==> config.mk <==
export PLATFORM = sky130hd
export DESIGN_NAME = cla_multibyte_add_ctrl
export DESIGN_NICKNAME = d
export VERILOG_FILES = /design/src/rtl/cla_multibyte_add_ctrl.sv
export SDC_FILE = /design/constraint.sdc
export NUM_CORES = 1
export LEC_CHECK = 0
export ABC_AREA = 1
export CORE_ASPECT_RATIO = 1.2
export CORE_MARGIN = 2
export CORE_UTILIZATION = 51
export CTS_BUF_LIST = sky130_fd_sc_hd__clkbuf_4 sky130_fd_sc_hd__clkbuf_8
export DETAILED_ROUTE_END_ITERATION = 12
export PLACE_DENSITY = 0.79
export SLEW_MARGIN = 20
export SYNTH_ARGS = -nofsm -noshare
export SYNTH_HDL_FRONTEND = slang
export SYNTH_SLANG_ARGS = --single-unit
==> constraint.sdc <==
create_clock -name clk -period 5.3 [get_ports clk]
set_clock_uncertainty 0.15 [all_clocks]
set_input_delay 1.325 -clock clk [delete_from_list [all_inputs] [get_ports clk]]
set_output_delay 1.325 -clock clk [all_outputs]
set_load 0.005 [all_outputs]
==> src/rtl/cla_multibyte_add_ctrl.sv <==
// cla_multibyte_add_ctrl
// Adds two NBYTES-wide operands by time-multiplexing an external 8-bit CLA
// adder, one byte per cycle, LSB first. The inter-byte carry is registered,
// so the external adder never forms a combinational loop with this block.
// Handshakes: in_valid/in_ready for operands, out_valid/out_ready for result.
module cla_multibyte_add_ctrl #(
  parameter int NBYTES = 4
) (
  input  logic                  clk,
  input  logic                  rst,
  input  logic                  in_valid,
  output logic                  in_ready,
  input  logic [8*NBYTES-1:0]   a,
  input  logic [8*NBYTES-1:0]   b,
  input  logic                  cin,
  output logic [7:0]            add_a,
  output logic [7:0]            add_b,
  output logic                  add_cin,
  input  logic [7:0]            add_sum,
  input  logic                  add_cout,
  output logic                  out_valid,
  input  logic                  out_ready,
  output logic [8*NBYTES-1:0]   sum,
  output logic                  cout,
  output logic                  ovf,
  output logic                  zero
);

  localparam int WIDTH = 8 * NBYTES;
  localparam int IDXW  = (NBYTES > 1) ? $clog2(NBYTES) : 1;
  localparam logic [IDXW-1:0] LAST_IDX = IDXW'(NBYTES - 1);

  typedef enum logic [1:0] {
    S_IDLE,
    S_RUN,
    S_DONE
  } state_t;

  state_t            r_state;
  state_t            w_state_next;

  logic [WIDTH-1:0]  r_op_a;
  logic [WIDTH-1:0]  r_op_b;
  logic [IDXW-1:0]   r_idx;
  logic              r_carry;
  logic [WIDTH-1:0]  r_sum;
  logic              r_cout;
  logic              r_ovf;
  logic              r_zero;

  logic              w_last;
  logic [WIDTH-1:0]  w_sum_next;
  logic              w_ovf;
  logic              w_zero;

  assign w_last = (r_state == S_RUN) && (r_idx == LAST_IDX);

  // State register.
  always_ff @(posedge clk or posedge rst) begin
    if (rst) begin
      r_state <= S_IDLE;
    end else begin
      // NOTE: sequential state uses <= so every flop samples pre-edge values;
      // a blocking = here would let later statements see the new value.
      r_state <= w_state_next;
    end
  end

  // Next-state logic: accept in IDLE, walk all bytes in RUN, hold in DONE.
  always_comb begin
    // NOTE: assign a default before any branch; a path that leaves a
    // combinational variable unassigned infers a latch.
    w_state_next = r_state;
    case (r_state)
      S_IDLE: if (in_valid)  w_state_next = S_RUN;
      S_RUN:  if (w_last)    w_state_next = S_DONE;
      S_DONE: if (out_ready) w_state_next = S_IDLE;
      default:               w_state_next = S_IDLE;
    endcase
  end

  // Adder drive: current byte lane and registered carry, zero outside RUN.
  always_comb begin
    add_a   = 8'h00;
    add_b   = 8'h00;
    add_cin = 1'b0;
    if (r_state == S_RUN) begin
      add_a   = r_op_a[8*r_idx +: 8];
      add_b   = r_op_b[8*r_idx +: 8];
      add_cin = r_carry;
    end
  end

  // Sum with the byte returned this cycle merged in; on the last byte this is
  // the complete result, so the flags can be registered alongside it.
  always_comb begin
    w_sum_next                = r_sum;
    w_sum_next[8*r_idx +: 8]  = add_sum;
    w_ovf  = (r_op_a[WIDTH-1] == r_op_b[WIDTH-1]) &&
             (w_sum_next[WIDTH-1] != r_op_a[WIDTH-1]);
    w_zero = (w_sum_next == '0);
  end

  // Datapath: operand capture on accept, byte-serial accumulate in RUN.
  always_ff @(posedge clk or posedge rst) begin
    if (rst) begin
      // NOTE: operand and result registers are cleared so a reset mid-run
      // leaves no partial result visible and the adder inputs read zero.
      r_op_a  <= '0;
      r_op_b  <= '0;
      r_idx   <= '0;
      r_carry <= 1'b0;
      r_sum   <= '0;
      r_cout  <= 1'b0;
      r_ovf   <= 1'b0;
      r_zero  <= 1'b0;
    end else begin
      case (r_state)
        S_IDLE: begin
          if (in_valid) begin
            r_op_a  <= a;
            r_op_b  <= b;
            r_carry <= cin;
            r_idx   <= '0;
          end
        end
        S_RUN: begin
          r_sum   <= w_sum_next;
          r_carry <= add_cout;
          r_idx   <= r_idx + IDXW'(1);
          if (w_last) begin
            r_cout <= add_cout;
            r_ovf  <= w_ovf;
            r_zero <= w_zero;
          end
        end
        default: ;
      endcase
    end
  end

  assign in_ready  = (r_state == S_IDLE);
  assign out_valid = (r_state == S_DONE);
  assign sum       = r_sum;
  assign cout      = r_cout;
  assign ovf       = r_ovf;
  assign zero      = r_zero;

endmodule

---- Word level (Yosys, flattened, before mapping) ----
Index checks and enable logic that the tools add are counted.
cells by class
  add/sub/neg operators ................... 2
  $mul .................................... 0
  equality and inequality tests ........... 8
  $lt $le $gt $ge ......................... 0
  bitwise logic cells ..................... 0
  reductions and logical operators ........ 9
  muxes and demuxes ....................... 12
  shift operators ......................... 4
  div/mod/pow operators ................... 0
operators with widths
  kind                                                                     count
  32-bit by 6-bit indexed part select with 8-bit output                    2
  5-bit negation with 34-bit output                                        1
  8-bit by 34-bit variable shift with 32-bit output, first input constant  1
  8-bit by 34-bit indexed part select with 32-bit output                   1
  32-bit bitwise mux                                                       1
  32-bit zero test                                                         1
  8-bit 2-to-1 mux                                                         2
  2-bit 2-to-1 mux                                                         4
  2-bit case mux with 3 select lines                                       1
  2-bit AND reduction                                                      3
  2-bit equality test, second input constant                               2
  2-bit != test, second input constant                                     2
  2-bit case mux with 2 select lines                                       1
  3-bit AND reduction                                                      1
  2-bit by 1-bit adder with 2-bit output, second input constant            1
  2-bit by 1-bit equality test with 1-bit output, second input constant    1
  1-bit logical AND                                                        2
  2-bit zero test                                                          1
  1-bit 2-to-1 mux                                                         2
  2-bit by 1-bit != test with 1-bit output, second input constant          1
  1-bit case mux with 2 select lines                                       1
  2-bit nonzero test                                                       1
  1-bit equality test                                                      1
  1-bit != test                                                            1
word-level totals
  bits of input ports ..................... 78
  memories ................................ 0
  bits in registers ....................... 104
  word-level logic and storage cells ...... 44
  RAM bits ................................ 0
  output and inout port bits .............. 54
  bits in read-only memories .............. 0
  latch bits .............................. 0

---- Logic depth before layout (Yosys ltp) ----
Gate-level depths: netlist of run 1.
  depth after elaboration ................. 5
  gate-level depth with buffers ........... 16
  mapped depth without buffers ............ 13

---- Worst setup path after synthesis of run 1 ----
OpenSTA, ideal clock, no wires.
  path kind ............................... register to output
  from .................................... reg r_idx[1]
  to ...................................... out add_b[6]
  required time ........................... 3.825 ns
  cell stages (with the launch flop) ...... 7
  buffers on the path ..................... 2
  arrival time ............................ 1.261 ns
  slack ................................... 2.564 ns
  cell sequence ........................... dfrtp_1 -> buf_2 -> inv_1 -> buf_1 -> nor2_1 -> o21ai_0 -> a21oi_1
on the way
  cells in the longest elaborated chain, start to end .. 2
ends and longest elaborated chain
  item                                                   RTL line  source
  start, declared                                        44        logic [IDXW-1:0] r_idx;
  start signal, assigned                                 130       r_idx <= r_idx + IDXW'(1);
  32-bit by 6-bit indexed part select with 8-bit output  89        add_b = r_op_b[8*r_idx +: 8];
  8-bit 2-to-1 mux                                       87        if (r_state == S_RUN) begin
  end, declared                                          17        output logic [7:0] add_b,
No other way between the ends.

---- Final worst setup path of run 1 ----
  from .................................... reg r_idx[0]
  to ...................................... out add_b[6]
Same word-level chain as after synthesis.

==> flow_metrics.env, run 1 <==
export IMPL_status="finished, final reports clean"
export IMPL_area_growth_pct=29.6
export IMPL_antenna_found_initial=0
export IMPL_root_buffer="clkbuf_8"
export IMPL_cap_violations=0
export IMPL_drc_errors=0
export IMPL_power_mw=3.81
export IMPL_hpwl_mm=10.1
export IMPL_grt_overflow_total=0
export IMPL_grt_pass1_vias=4854
export IMPL_path_clk_slew_ns=0.10
export IMPL_die_x_um=96.7
export IMPL_finalHoldViolCount=0
export IMPL_seq_area_frac_synth_pct=49.5
export IMPL_setup_tns_final_ns=0
export IMPL_fin_crit_sh_pct=82.5
export IMPL_post_cts_resized=0
export IMPL_place_congestion=0.927
export IMPL_die_h_um=115
export IMPL_n_antenna_cell=0
export IMPL_synth_top_cell_area_share_pct=49.5
export IMPL_hold_depth=2
export IMPL_via_per_inst=5.12
export IMPL_end_kind="output port"
export IMPL_syn_avg_cell_area_um2=7.22
export IMPL_synth_fp_nets=813
export IMPL_io_buffers=131
export IMPL_fmax_ghz=0.229
export IMPL_finalSetupViolations=0
export IMPL_worstReg2RegStart="r_idx[0]"
export IMPL_post_cts_setup_buffer_count=0
export IMPL_cts_buffers_inserted=9
export IMPL_firstDrtPassIters=6
export IMPL_ant_nets=0
export IMPL_hold_path_startpoint="r_op_b[6]"
export IMPL_h_tree_depth=3
export IMPL_min_path_type="flip-flop to flip-flop"
export IMPL_rows=40
export IMPL_grt_pass1_wl_mm=22.9
export IMPL_yosysTopAreaCell="dfrtp_1"
export IMPL_vdd_drop_max_mv=0.284
export IMPL_cts_tree="yes"
export IMPL_drt_wirelength_per_cell_um=14.3
export IMPL_place_inst=956
export IMPL_finalNetCount=925
export IMPL_relSlewSlack_pct=37.7
export IMPL_die_area_um2=11100
export IMPL_drv_slew=0
export IMPL_drive_gt1_share_pct=4.62
export IMPL_netlist_instances=729
export IMPL_ys_ff_latch=104
export IMPL_track_usage_pct=25.4
export IMPL_start_kind="flip-flop"
export IMPL_timing_rr_end="zero"
export IMPL_yosysWarnings=0
export IMPL_ioPinCount=132
export IMPL_holdBufCountCts=0
export IMPL_fin_cells=971
export IMPL_rsz0062_at_grt="false"
export IMPL_r2r_setup_slack_ns=1.89
export IMPL_ctsLongestPathBuffers=2
export IMPL_netlist_area_um2=5260
export IMPL_mostFrequentLayoutCells="nand2_1 (265), clkdlybuf4s50_1 (131), nor2_1 (113)"
export IMPL_synth_cell_types=24
export IMPL_whs_endpoint="r_op_b[6]"
export IMPL_crit_fanout=58
export IMPL_finalCriticalPeriod_ns=4.37
export IMPL_routed_wl_mm=13.9
export IMPL_grt_max_degree=67
export IMPL_final_common_cell="nand2_1"
export IMPL_utilization_pct=68.1
export IMPL_p_leak_nw=3.30
export IMPL_vias=4972
export IMPL_drt_iter0_markers=337
export IMPL_required_ns=3.83
export IMPL_power_density_nw_per_um2=558
export IMPL_worstPathArrival_ns=2.90
export IMPL_ys_top_cells_by_area="dfrtp_1 (49%), nand2_1 (19%), nor2_1 (8.1%)"
export IMPL_worst_slew_pin_slew_ns=0.934
export IMPL_critical_path_class="flip-flop to output port"
export IMPL_hold_slack_ns=0.336
export IMPL_cts_sinks=104
export IMPL_reg2reg_depth=12
export IMPL_core_area_um2=10000
export IMPL_clk_latency_ns=0.37
export IMPL_initial_utilization_pct=52.6
==> worst max path at each step <==
| stage | startpoint | end | slack (ns) |
|---|---|---|---|
| floorplan | rst | cout | 1.09 |
| global placement | r_idx[0] | add_b[0] | 1.40 |
| detailed placement | r_idx[0] | add_a[2] | 1.34 |
| CTS | r_idx[0] | add_b[6] | 0.91 |
| global route | r_idx[0] | add_a[2] | 0.66 |
| finish | r_idx[0] | add_b[6] | 0.93 |
==> final cells by class <==
type	count	area, µm²
Tap cell	126	158
Fill cell	881	3190
Clock inverter	5	57.6
Inverter	65	246
Sequential cell	104	2600
Multi-Input combinational cell	524	2260
Clock buffer	10	138
Timing Repair Buffer	137	1360
==> sequential cells by signal (all words and copies together), names as in the netlist <==
| name | count |
|---|---|
| r_op_a | 32 |
| r_op_b | 32 |
| sum | 32 |
| r_idx | 2 |
| r_state | 2 |
| cout | 1 |
| ovf | 1 |
| r_carry | 1 |
| zero | 1 |
==> worst max-delay path: stages (launching register included) <==
cell and delay [ns]:
dfrtp_2 1.00, inv_1 0.61, o21ai_0 0.33, a21oi_1 0.11, clkdlybuf4s50_1 0.46
==> logic make-up after synthesis <==
group,after synthesis,share of synthesized area [%]
adder cells (fa/ha/maj),6,1.43
multiplexers,2,0.428
buffers and inverters,101,7.73
flip-flops,104,49.5
AO/OA/AOI/OAI,105,10.3
AND/OR/NAND/NOR,411,30.6
==> synthesized netlist by cell type (all sizes together) <==
master	count
nand2	267
nor2	116
dfrtp	104
o21ai	75
inv	64
nand3	27
a21oi	24
buf	19
clkbuf	17
ha	6
o211ai	3
mux2	2
clkinv	1
o21a	1
o22ai	1
o31ai	1
or2	1
==> report_power, final <==
part	leakage [nW]	internal (mW)	switching, mW
combinational	1.88	0.809	1.07
clock	0.0904	0.228	0.274
sequential	1.33	1.13	0.289
==> stage by stage <==
stage | setup WS, ns | instance area [µm²]
detailed placement | 1.34 | 6620
finish | 0.928 | 6820
global placement | 1.40 | 6620
global route | 0.663 | 6820
floorplan | 1.09 | 5260
CTS | 0.911 | 6820
==> metal layers <==
layer / part of all wire [%] / up-vias / routed length [µm] / track usage [%]
met2: 49 / 179 / 6740 / 44.1
li1: - / 2471 / - / -
met3: 6.3 / 24 / 871 / 4.92
met5: 0 / - / 0 / 0
met4: 2.0 / 0 / 284 / 9.67
met1: 43 / 2298 / 5960 / 31.7
Note: power is estimated with default switching activity, not from simulation.
==> run 2, diff against run 1 <==
Settings changed: CORE_UTILIZATION 51 to 46, PLACE_DENSITY 0.79 to 0.76.
Clock period 5.3 ns to 3.5 ns, I/O delays scaled along.
==> flow_metrics.env, run 2 (same netlist as run 1, synthesis figures left out) <==
export IMPL_grt_pass1_vias=4890
export IMPL_setup_tns_final_ns=0
export IMPL_via_per_inst=4.98
export IMPL_grt_overflow_total=0
export IMPL_p_leak_nw=3.32
export IMPL_status="finished, final reports clean"
export IMPL_start_kind="flip-flop"
export IMPL_reg2reg_depth=14
export IMPL_hpwl_mm=11.0
export IMPL_register_area_um2=2600
export IMPL_worst_slew_pin_slew_ns=0.621
export IMPL_relSlewSlack_pct=58.6
export IMPL_holdBufCountCts=0
export IMPL_initial_utilization_pct=47.4
export IMPL_finalNetCount=930
export IMPL_power_mw=5.83
export IMPL_rsz0062_at_grt="false"
export IMPL_grt_pass1_wl_mm=23.6
export IMPL_root_buffer="clkbuf_8"
export IMPL_path_clk_slew_ns=0.11
export IMPL_min_path_type="flip-flop to flip-flop"
export IMPL_worstPathArrival_ns=2.28
export IMPL_rows=42
export IMPL_ioPinCount=132
export IMPL_h_tree_depth=3
export IMPL_firstDrtPassIters=5
export IMPL_io_buffers=131
export IMPL_routed_wl_mm=14.8
export IMPL_grt_max_degree=65
export IMPL_cap_violations=0
export IMPL_vias=5002
export IMPL_multi_input_area_um2=2260
export IMPL_fmax_ghz=0.303
export IMPL_cts_tree="yes"
export IMPL_crit_fanout=18
export IMPL_post_cts_setup_buffer_count=0
export IMPL_drv_slew=0
export IMPL_n_antenna_cell=0
export IMPL_required_ns=2.47
export IMPL_place_inst=989
export IMPL_die_area_um2=12300
export IMPL_finalCriticalPeriod_ns=3.30
export IMPL_fin_cells=1005
export IMPL_post_cts_resized=0
export IMPL_whs_endpoint="r_op_b[4]"
export IMPL_drt_wirelength_per_cell_um=14.8
export IMPL_die_h_um=121
export IMPL_cts_sinks=104
export IMPL_drive_gt1_share_pct=5.41
export IMPL_clk_latency_ns=0.37
export IMPL_power_density_nw_per_um2=845
export IMPL_critical_path_class="flip-flop to output port"
export IMPL_end_kind="output port"
export IMPL_hold_depth=2
export IMPL_track_usage_pct=24.9
export IMPL_hold_path_startpoint="r_op_b[4]"
export IMPL_ctsLongestPathBuffers=2
export IMPL_ant_nets=0
export IMPL_utilization_pct=62.2
export IMPL_timing_rr_end="zero"
export IMPL_vdd_drop_max_mv=0.434
export IMPL_final_common_cell="nand2_1"
export IMPL_core_area_um2=11100
export IMPL_drc_errors=0
export IMPL_area_growth_pct=31.1
export IMPL_r2r_setup_slack_ns=0.72
export IMPL_antenna_found_initial=0
export IMPL_finalSetupViolations=0
export IMPL_cts_buffers_inserted=9
export IMPL_place_congestion=0.938
export IMPL_die_x_um=102
export IMPL_mostFrequentLayoutCells="nand2_1 (265), clkdlybuf4s50_1 (131), nor2_1 (113)"
export IMPL_n_fill_cell=1020
export IMPL_drt_iter0_markers=237
export IMPL_fin_crit_sh_pct=94.3
export IMPL_finalHoldViolCount=0
export IMPL_worstReg2RegStart="r_idx[0]"
run 2: power by group:
part	total [mW]	leakage [nW]	switching [mW]	internal, mW
Combinational	2.98	1.90	1.73	1.25
Clock	0.736	0.0899	0.448	0.288
Sequential	2.12	1.33	0.399	1.72
Total	5.83	3.32	2.57	3.26
run 2: final cells by class:
cell class	instances	share of cell area, %
tap	154	2.79
clock buffer	10	1.99
inverter	65	3.65
sequential	104	37.7
multi-input combinational	524	32.7
timing repair buffer	142	20.4
clock inverter	6	0.725
run 2: worst max-delay path: stages (launching register included):
cell and delay, ns:
dfrtp_1 0.53, inv_1 0.36, nor2_1 0.18, o21ai_0 0.10
a21oi_1 0.20, clkdlybuf4s50_1 0.53
run 2: worst max-delay path by stage:
stage	from	endpoint	slack, ns
after floorplan	r_idx[1]	ovf	1.11
after global placement	r_idx[0]	add_b[1]	0.62
final	r_idx[1]	add_b[1]	0.20
after CTS	r_idx[0]	add_b[1]	0.14
after global routing	r_idx[1]	add_b[2]	0.04
after detailed placement	r_idx[0]	add_b[1]	0.57
run 2: routing by layer:
layer / vias to the layer above / GRT usage, % / share of wire, %
met5: - / 0 / 0
met4: 0 / 8.87 / 2.6
met3: 29 / 5.53 / 6.7
met2: 181 / 43.2 / 50
met1: 2314 / 30.0 / 40
li1: 2478 / - / -
run 2: stage by stage:
step / area [µm²] / setup slack, ns / hold slack (ns)
floorplan: 5270 / 1.11 / 0.294
global placement: 6710 / 0.619 / 0.306
detailed placement: 6710 / 0.566 / 0.310
CTS: 6900 / 0.143 / 0.336
global route: 6900 / 0.0386 / 0.352
finish: 6900 / 0.199 / 0.334
